`config.mk`:
```
export PLATFORM = sky130hd
export DESIGN_NAME = match_req_dispatcher_flat
export DESIGN_NICKNAME = d
export VERILOG_FILES = /design/src/rtl/match_req_dispatcher_pkg.sv /design/src/rtl/match_req_dispatcher_if.sv /design/src/rtl/match_req_dispatcher_rr_arbiter.sv /design/src/rtl/match_req_dispatcher.sv /design/src/flat_wrapper.sv
export SDC_FILE = /design/constraint.sdc
export NUM_CORES = 1
export LEC_CHECK = 0
export BUFFER_PORTS_ARGS = -buffer_cell sky130_fd_sc_hd__buf_2
export CAP_MARGIN = 20
export CORE_AREA = 2 2 113 115
export DETAILED_ROUTE_END_ITERATION = 12
export DIE_AREA = 0 0 115 117
export PLACE_DENSITY_LB_ADDON = 0.05
export SETUP_SLACK_MARGIN = 0.2
export SYNTH_ARGS = -nofsm -noshare
export SYNTH_HDL_FRONTEND = slang
export SYNTH_SLANG_ARGS = --single-unit
```
`constraint.sdc`:
```
create_clock -name clk -period 3.2 [get_ports clk]
set_input_delay 0.48 -clock clk [delete_from_list [all_inputs] [get_ports clk]]
set_output_delay 0.48 -clock clk [all_outputs]
set_load 0.02 [all_outputs]
```
`src/rtl/match_req_dispatcher_pkg.sv`:
```
// Shared widths for the match request dispatcher slice.
// ADDR_WIDTH / MATCH_LEN_WIDTH normally arrive from the shared parameters.vh;
// the fallbacks below only apply when the slice is built on its own.
`ifndef ADDR_WIDTH
`define ADDR_WIDTH 32
`endif
`ifndef MATCH_LEN_WIDTH
`define MATCH_LEN_WIDTH 16
`endif

package match_req_dispatcher_pkg;
    localparam int unsigned ADDR_W = `ADDR_WIDTH;
    localparam int unsigned ML_W   = `MATCH_LEN_WIDTH;
endpackage

```
`src/rtl/match_req_dispatcher_if.sv`:
```
// Upstream and per-PE request/response channels of the dispatcher.
// slave  : dispatcher view.
// master : environment view (upstream producer/consumer and the PEs).
interface match_req_dispatcher_if #(
    parameter int unsigned NUM_PE   = 4,
    parameter int unsigned TAG_BITS = 8
);
    localparam int unsigned AW = match_req_dispatcher_pkg::ADDR_W;
    localparam int unsigned LW = match_req_dispatcher_pkg::ML_W;

    logic                         up_req_valid;
    logic                         up_req_ready;
    logic [TAG_BITS-1:0]          up_req_tag;
    logic [AW-1:0]                up_req_head_addr;
    logic [AW-1:0]                up_req_history_addr;

    logic [NUM_PE-1:0]            pe_req_valid;
    logic [NUM_PE-1:0]            pe_req_ready;
    logic [TAG_BITS-1:0]          pe_req_tag;
    logic [AW-1:0]                pe_req_head_addr;
    logic [AW-1:0]                pe_req_history_addr;

    logic [NUM_PE-1:0]            pe_resp_valid;
    logic [NUM_PE-1:0]            pe_resp_ready;
    logic [NUM_PE*TAG_BITS-1:0]   pe_resp_tag;
    logic [NUM_PE*LW-1:0]         pe_resp_match_len;

    logic                         up_resp_valid;
    logic                         up_resp_ready;
    logic [TAG_BITS-1:0]          up_resp_tag;
    logic [LW-1:0]                up_resp_match_len;

    modport slave (
        input  up_req_valid, up_req_tag, up_req_head_addr, up_req_history_addr,
        output up_req_ready,
        output pe_req_valid, pe_req_tag, pe_req_head_addr, pe_req_history_addr,
        input  pe_req_ready,
        input  pe_resp_valid, pe_resp_tag, pe_resp_match_len,
        output pe_resp_ready,
        output up_resp_valid, up_resp_tag, up_resp_match_len,
        input  up_resp_ready
    );

    modport master (
        output up_req_valid, up_req_tag, up_req_head_addr, up_req_history_addr,
        input  up_req_ready,
        input  pe_req_valid, pe_req_tag, pe_req_head_addr, pe_req_history_addr,
        output pe_req_ready,
        output pe_resp_valid, pe_resp_tag, pe_resp_match_len,
        input  pe_resp_ready,
        input  up_resp_valid, up_resp_tag, up_resp_match_len,
        output up_resp_ready
    );
endinterface

```
`src/rtl/match_req_dispatcher_rr_arbiter.sv`:
```
// Combinational round-robin arbiter: first requester at or after i_ptr wins.
// NUM must be a power of two so the index wraps by truncation.
module rr_arbiter #(
    parameter int unsigned NUM = 4,
    localparam int unsigned IDX_W = $clog2(NUM)
) (
    input  logic [NUM-1:0]   i_req,
    input  logic [IDX_W-1:0] i_ptr,
    output logic [NUM-1:0]   o_grant,
    output logic [IDX_W-1:0] o_idx,
    output logic             o_any
);
    logic [IDX_W-1:0] w_cand;

    // Scan from the pointer upward with wrap; keep the first hit.
    always_comb begin
        o_grant = '0;
        o_idx   = '0;
        o_any   = 1'b0;
        w_cand  = '0;
        for (int unsigned off = 0; off < NUM; off++) begin
            w_cand = IDX_W'(32'(i_ptr) + off);
            if (!o_any && i_req[w_cand]) begin
                o_any           = 1'b1;
                o_grant[w_cand] = 1'b1;
                o_idx           = w_cand;
            end
        end
    end
endmodule

```
`src/rtl/match_req_dispatcher.sv`:
```
// Spreads upstream match jobs across NUM_PE match engines and merges their
// responses into one registered upstream stream, tracking outstanding jobs.
module match_req_dispatcher
    import match_req_dispatcher_pkg::*;
#(
    parameter int unsigned NUM_PE          = 4,
    parameter int unsigned TAG_BITS        = 8,
    parameter int unsigned MAX_OUTSTANDING = 8
) (
    input  logic                  clk,
    input  logic                  rst_n,
    match_req_dispatcher_if.slave bus,
    output logic                  idle
);
    localparam int unsigned PTR_W = $clog2(NUM_PE);
    localparam int unsigned CNT_W = $clog2(MAX_OUTSTANDING + 1);

    logic [PTR_W-1:0]    r_req_ptr;
    logic [PTR_W-1:0]    r_resp_ptr;
    logic [CNT_W-1:0]    r_outstanding;
    logic                r_resp_valid;
    logic [TAG_BITS-1:0] r_resp_tag;
    logic [ML_W-1:0]     r_resp_len;

    logic [NUM_PE-1:0]   w_req_grant;
    logic [PTR_W-1:0]    w_req_idx;
    logic                w_req_any;
    logic [NUM_PE-1:0]   w_resp_grant;
    logic [PTR_W-1:0]    w_resp_idx;
    logic                w_resp_any;

    logic                w_full;
    logic                w_req_open;
    logic                w_req_hs;
    logic                w_can_load;
    logic                w_resp_hs;
    logic                w_up_hs;
    logic [TAG_BITS-1:0] w_sel_tag;
    logic [ML_W-1:0]     w_sel_len;

    rr_arbiter #(.NUM(NUM_PE)) u_req_arb (
        .i_req   (bus.pe_req_ready),
        .i_ptr   (r_req_ptr),
        .o_grant (w_req_grant),
        .o_idx   (w_req_idx),
        .o_any   (w_req_any)
    );

    rr_arbiter #(.NUM(NUM_PE)) u_resp_arb (
        .i_req   (bus.pe_resp_valid),
        .i_ptr   (r_resp_ptr),
        .o_grant (w_resp_grant),
        .o_idx   (w_resp_idx),
        .o_any   (w_resp_any)
    );

    // Request path is pure wiring; handshakes are suppressed while in reset.
    assign w_full                  = (r_outstanding == CNT_W'(MAX_OUTSTANDING));
    assign w_req_open              = rst_n & ~w_full;
    assign bus.up_req_ready        = w_req_any & w_req_open;
    assign bus.pe_req_valid        = w_req_grant & {NUM_PE{bus.up_req_valid & w_req_open}};
    assign bus.pe_req_tag          = bus.up_req_tag;
    assign bus.pe_req_head_addr    = bus.up_req_head_addr;
    assign bus.pe_req_history_addr = bus.up_req_history_addr;
    assign w_req_hs                = bus.up_req_valid & bus.up_req_ready;

    // Output register accepts a new response when empty or draining this cycle.
    assign w_can_load        = rst_n & (~r_resp_valid | bus.up_resp_ready);
    assign bus.pe_resp_ready = w_resp_grant & {NUM_PE{w_can_load}};
    assign w_resp_hs         = w_resp_any & w_can_load;
    assign w_up_hs           = r_resp_valid & bus.up_resp_ready;

    assign bus.up_resp_valid     = r_resp_valid;
    assign bus.up_resp_tag       = r_resp_tag;
    assign bus.up_resp_match_len = r_resp_len;
    assign idle                  = (r_outstanding == '0) & ~r_resp_valid;

    // Pick the winning PE's slice out of the packed response buses.
    always_comb begin
        w_sel_tag = '0;
        w_sel_len = '0;
        for (int unsigned i = 0; i < NUM_PE; i++) begin
            if (w_resp_grant[i]) begin
                w_sel_tag = bus.pe_resp_tag[i*TAG_BITS +: TAG_BITS];
                w_sel_len = bus.pe_resp_match_len[i*ML_W +: ML_W];
            end
        end
    end

    // Request pointer advances past the PE that took the request.
    always_ff @(posedge clk) begin
        if (!rst_n)        r_req_ptr <= '0;
        else if (w_req_hs) r_req_ptr <= w_req_idx + 1'b1;
    end

    // One-entry response register; capture wins over a plain drain.
    always_ff @(posedge clk) begin
        if (!rst_n) begin
            r_resp_valid <= 1'b0;
            r_resp_tag   <= '0;
            r_resp_len   <= '0;
            r_resp_ptr   <= '0;
        end else if (w_resp_hs) begin
            r_resp_valid <= 1'b1;
            r_resp_tag   <= w_sel_tag;
            r_resp_len   <= w_sel_len;
            r_resp_ptr   <= w_resp_idx + 1'b1;
        end else if (w_up_hs) begin
            r_resp_valid <= 1'b0;
        end
    end

    // Outstanding jobs: up on accept, down on upstream drain, floor at zero.
    always_ff @(posedge clk) begin
        if (!rst_n)                      r_outstanding <= '0;
        else if (w_req_hs && !w_up_hs)   r_outstanding <= r_outstanding + 1'b1;
        else if (!w_req_hs && w_up_hs &&
                 r_outstanding != '0)    r_outstanding <= r_outstanding - 1'b1;
    end

    // A drained response with nothing outstanding means a PE answered unasked.
    always_ff @(posedge clk) begin
        if (rst_n) assert (!(w_up_hs && r_outstanding == '0));
    end
endmodule

```
`src/flat_wrapper.sv`:
```
// flat-port wrapper written by rule: the top's interface ports become plain ports
module match_req_dispatcher_flat import match_req_dispatcher_pkg::*;
#(
    parameter int unsigned NUM_PE          = 4,
    parameter int unsigned TAG_BITS        = 8,
    parameter int unsigned MAX_OUTSTANDING = 8
)
  (clk, rst_n, idle, bus_up_req_valid, bus_up_req_tag, bus_up_req_head_addr, bus_up_req_history_addr, bus_up_req_ready, bus_pe_req_valid, bus_pe_req_tag, bus_pe_req_head_addr, bus_pe_req_history_addr, bus_pe_req_ready, bus_pe_resp_valid, bus_pe_resp_tag, bus_pe_resp_match_len, bus_pe_resp_ready, bus_up_resp_valid, bus_up_resp_tag, bus_up_resp_match_len, bus_up_resp_ready);
  match_req_dispatcher_if #(.NUM_PE(NUM_PE), .TAG_BITS(TAG_BITS)) bus_i ();
  input  logic clk;
  input  logic rst_n;
  output logic idle;
  input wire logic [$bits(bus_i.up_req_valid)-1:0] bus_up_req_valid;
  input wire logic [$bits(bus_i.up_req_tag)-1:0] bus_up_req_tag;
  input wire logic [$bits(bus_i.up_req_head_addr)-1:0] bus_up_req_head_addr;
  input wire logic [$bits(bus_i.up_req_history_addr)-1:0] bus_up_req_history_addr;
  output wire logic [$bits(bus_i.up_req_ready)-1:0] bus_up_req_ready;
  output wire logic [$bits(bus_i.pe_req_valid)-1:0] bus_pe_req_valid;
  output wire logic [$bits(bus_i.pe_req_tag)-1:0] bus_pe_req_tag;
  output wire logic [$bits(bus_i.pe_req_head_addr)-1:0] bus_pe_req_head_addr;
  output wire logic [$bits(bus_i.pe_req_history_addr)-1:0] bus_pe_req_history_addr;
  input wire logic [$bits(bus_i.pe_req_ready)-1:0] bus_pe_req_ready;
  input wire logic [$bits(bus_i.pe_resp_valid)-1:0] bus_pe_resp_valid;
  input wire logic [$bits(bus_i.pe_resp_tag)-1:0] bus_pe_resp_tag;
  input wire logic [$bits(bus_i.pe_resp_match_len)-1:0] bus_pe_resp_match_len;
  output wire logic [$bits(bus_i.pe_resp_ready)-1:0] bus_pe_resp_ready;
  output wire logic [$bits(bus_i.up_resp_valid)-1:0] bus_up_resp_valid;
  output wire logic [$bits(bus_i.up_resp_tag)-1:0] bus_up_resp_tag;
  output wire logic [$bits(bus_i.up_resp_match_len)-1:0] bus_up_resp_match_len;
  input wire logic [$bits(bus_i.up_resp_ready)-1:0] bus_up_resp_ready;
  assign bus_i.up_req_valid = bus_up_req_valid;
  assign bus_i.up_req_tag = bus_up_req_tag;
  assign bus_i.up_req_head_addr = bus_up_req_head_addr;
  assign bus_i.up_req_history_addr = bus_up_req_history_addr;
  assign bus_up_req_ready = bus_i.up_req_ready;
  assign bus_pe_req_valid = bus_i.pe_req_valid;
  assign bus_pe_req_tag = bus_i.pe_req_tag;
  assign bus_pe_req_head_addr = bus_i.pe_req_head_addr;
  assign bus_pe_req_history_addr = bus_i.pe_req_history_addr;
  assign bus_i.pe_req_ready = bus_pe_req_ready;
  assign bus_i.pe_resp_valid = bus_pe_resp_valid;
  assign bus_i.pe_resp_tag = bus_pe_resp_tag;
  assign bus_i.pe_resp_match_len = bus_pe_resp_match_len;
  assign bus_pe_resp_ready = bus_i.pe_resp_ready;
  assign bus_up_resp_valid = bus_i.up_resp_valid;
  assign bus_up_resp_tag = bus_i.up_resp_tag;
  assign bus_up_resp_match_len = bus_i.up_resp_match_len;
  assign bus_i.up_resp_ready = bus_up_resp_ready;
  match_req_dispatcher #(.NUM_PE(NUM_PE), .TAG_BITS(TAG_BITS), .MAX_OUTSTANDING(MAX_OUTSTANDING)) u_core (.clk(clk), .rst_n(rst_n), .bus(bus_i), .idle(idle));
endmodule
```
==> out/results.ini <==
[status]
outcome = finished, final reports clean

[logic_synthesis]
avgSynthCellArea_um2 = 7.875
synth_edf_count = 0
netlist_instances = 513
yosys_warnings = 0
yosysSeqAreaShare_pct = 16.35
synth_top_family_by_area = compound AO/OA/AOI/OAI gates
synth.area.mux_share_pct = 4.800
synth_xor_area_share_pct = 1.084
ys_async_sr_fraction_pct = 0
synth_flop_cell = dfxtp_1
synth-seq-cells = 33
synth_area_um2 = 4040
synth_cell_types = 58
yosys.area_share.simple_pct = 13.25
synth_fp_nets = 710
synth-compound-area-share_pct = 39.73
synthAdderAreaFrac_pct = 5.451

[timing]
rsz0062_at_grt = yes
setup_violations = 0
maxSlewHeadroom_pct = 55.16
max_freq_mhz = 337.3
hold_violations = 0
final.period_utilization_pct = 92.65
maxSlewViolCount = 0
period_needed_ns = 2.965
layout_setup_ws_ns = 0.2352
tightest_slew_ns = 0.6596
finalSetupTns_ns = 0
skew_ns = 0.003805

[clocking]
cts.path.max_buffers = 2
htreeDepth = 2
cts_tree = yes
cts.sinks = 33
clock_latency_ns = 0.29
clk_pin_slew_ns = 0.06
cts_made_buffers = 5
cts_root_buffer = clkbuf_16

[worst_setup_path]
worstReg2RegStart = u_core.r_resp_ptr[0]
cp-end-kind = output port
endpoint = bus_pe_resp_ready[1]
crit_start = u_core.r_resp_ptr[0]
arrival_ns = 2.48
crit_fanout = 6
required_ns = 2.72
reg2reg_depth = 10
r2r_end = u_core.bus.up_resp_tag[3]
start_kind = flip-flop
path_class = flip-flop to output port
r2r_slack_ns = 0.38

[drt]
wl_per_cell_um = 20.09
drt_first_pass_iters = 4
routed_wl_um = 14660
via_per_inst = 5.701
drt_first_iter_violations = 192
dr_total_vias = 4162
drc = 0
antenna_left = 0

[finish]
final_nets = 775
instances_no_fill = 730
layout_common_cells = 141 x buf_2, 61 x nand2_1, 31 x dfxtp_1
area_growth_pct = 18.09
mostFrequentLayoutCell = buf_2
drive_gt1_share_pct = 40.07

[grt]
grt_use_total_pct = 20.91
grt_max_degree = 52
grt_pass1_wl_um = 21890
antenna_found_initial = 1
grt_pass1_vias = 3855
overflow = 0

[power]
combPwrFrac_pct = 66.6
p_int_mw = 2.002
p_per_area_nw_per_um2 = 800.4
pwr-share-seq_pct = 18.7
switching_share_pct = 47.58
ir_worst_vdd_mv = 0.2479
netSwitchingPower_mw = 1.817
power_frac_clock_pct = 14.7
power.leakage_nw = 1.914

[die]
fp-row-count = 41
die-area_um2 = 13460
die-width_um = 115
start_util_pct = 32.82
die_height_um = 117
ioPinCount = 287
core_um2 = 12310

[run]
max_cap_violations = 0

[place]
dp.cells = 710
port_buffers = 142
place.gp.congestion = 0.8139
dp_hpwl_um = 10480
dpl_worst_slack_ns = 0.3930

[worst_hold_path]
holdCritPathClass = input pin to flip-flop

## how the worst min path moves through the flow
| stage | from | end | slack [ns] | cells past startpoint |
|---|---|---|---|---|
| 6_report | bus_pe_resp_match_len[13] | u_core.bus.up_resp_match_len[13] | 0.45 | 3 |
| 3_5_place_dp | u_core.r_outstanding[2] | u_core.r_outstanding[2] | 0.53 | 2 |
| 3_3_place_gp | u_core.r_outstanding[2] | u_core.r_outstanding[2] | 0.53 | 2 |
| 4_1_cts | bus_pe_resp_match_len[14] | u_core.bus.up_resp_match_len[14] | 0.45 | 3 |
| 2_1_floorplan | u_core.r_outstanding[2] | u_core.r_outstanding[2] | 0.51 | 2 |
| 5_1_grt | bus_pe_resp_tag[6] | u_core.bus.up_resp_tag[6] | 0.47 | 3 |
## synth_stat cells, drive strengths merged (2+ instances only)
cell / n / share of area (%)
o21a: 25 / 4.6
nor3b: 3 / 0.56
a31oi: 3 / 0.46
nor3: 5 / 0.62
o21ai: 35 / 4.4
nor2: 25 / 2.3
a2111oi: 2 / 0.90
a22oi: 4 / 0.74
a21o: 4 / 0.74
o31ai: 2 / 0.37
a2bb2oi: 24 / 6.8
o2111ai: 24 / 5.2
a211oi: 26 / 4.8
a21oi: 10 / 1.3
mux4: 5 / 2.8
inv: 7 / 0.65
nand2b: 3 / 0.46
nand3: 2 / 0.25
xnor2: 3 / 0.65
mux2i: 7 / 1.7
a21boi: 2 / 0.37
xor2: 2 / 0.43
dfxtp: 33 / 16
a221oi: 9 / 2.4
nor2b: 6 / 0.93
ha: 16 / 5.0
nand2: 61 / 5.7
or2: 2 / 0.31
nand3b: 4 / 0.74
o22ai: 2 / 0.31
buf: 91 / 16
clkbuf: 25 / 2.3
o211ai: 24 / 4.5
nor4: 2 / 0.31
## repair_timing
item                       in CTS  in global routing
pin swaps                       2                  4
setup buffers                   2                  9
resized for setup               4                 12
setup endpoints to repair       6                  9
hold buffers                    0                  0
## cell families (layout without fill, tap and decap cells)
| kind of cell | count (synthesis) | after routing |
|---|---|---|
| flip-flops | 33 | 33 |
| buffers and inverters | 123 | 189 |
| XOR/XNOR | 5 | 5 |
| AND/OR/NAND/NOR | 119 | 119 |
| other | 0 | 1 |
| adder cells (fa/ha/maj) | 17 | 17 |
| AO/OA/AOI/OAI | 203 | 203 |
| multiplexers | 13 | 13 |
## critical path, cell delays in order, from the launching register on
cell and delay (ns):
dfxtp_4 0.37, inv_6 0.04, ha_4 0.28, mux4_2 0.56, a221o_1 0.42, a22o_4 0.24
and2_4 0.16, buf_6 0.12
## sequential cells by signal, summed over array words and instances (netlist names)
| name | cells |
|---|---|
| u_core.r_req_ptr | 2 |
| u_core.bus.up_resp_match_len | 16 |
| u_core.bus.up_resp_valid | 1 |
| u_core.r_outstanding | 4 |
| u_core.r_resp_ptr | 2 |
| u_core.bus.up_resp_tag | 8 |
## per-stage QoR
| stage | total power, mW | util (%) | hold slack [ns] | cell area, µm² |
|---|---|---|---|---|
| floorplan | 2.563 | - | 0.5062 | 4134 |
| global placement | 3.133 | 36.09 | 0.5254 | 4443 |
| detailed placement | 3.139 | 36.09 | 0.5346 | 4443 |
| CTS | 3.751 | 37.69 | 0.4482 | 4641 |
| global route | 4.118 | 38.73 | 0.4692 | 4768 |
| finish | 3.819 | 38.75 | 0.4504 | 4771 |
## area by class of cell
class                      instances  area (µm²)
clock buffer                       8       167.7
multi-input combinational        357        2724
antenna                            1       2.502
fill                            1302        7541
tap                              150       187.7
inverter                           7       33.78
timing repair buffer             174       989.7
sequential                        33       665.6
## routing by layer
metal | part of all wire, % | vias to the layer above | track usage, %
li1 | - | 1985 | -
met1 | 41 | 1935 | 26.22
met2 | 48 | 180 | 34.20
met3 | 7.2 | 60 | 4.428
met4 | 3.9 | 2 | 10.36
met5 | 0.075 | - | 0
## power by group through the flow
stage	combinational (mW)	sequential [mW]	clock (mW)
after floorplan	1.67	0.894	0
after global placement	2.41	0.722	0
after detailed placement	2.42	0.724	0
after CTS	2.46	0.717	0.575
after global routing	2.78	0.737	0.598
final	2.54	0.713	0.562
(Power assumes the default switching activity.)
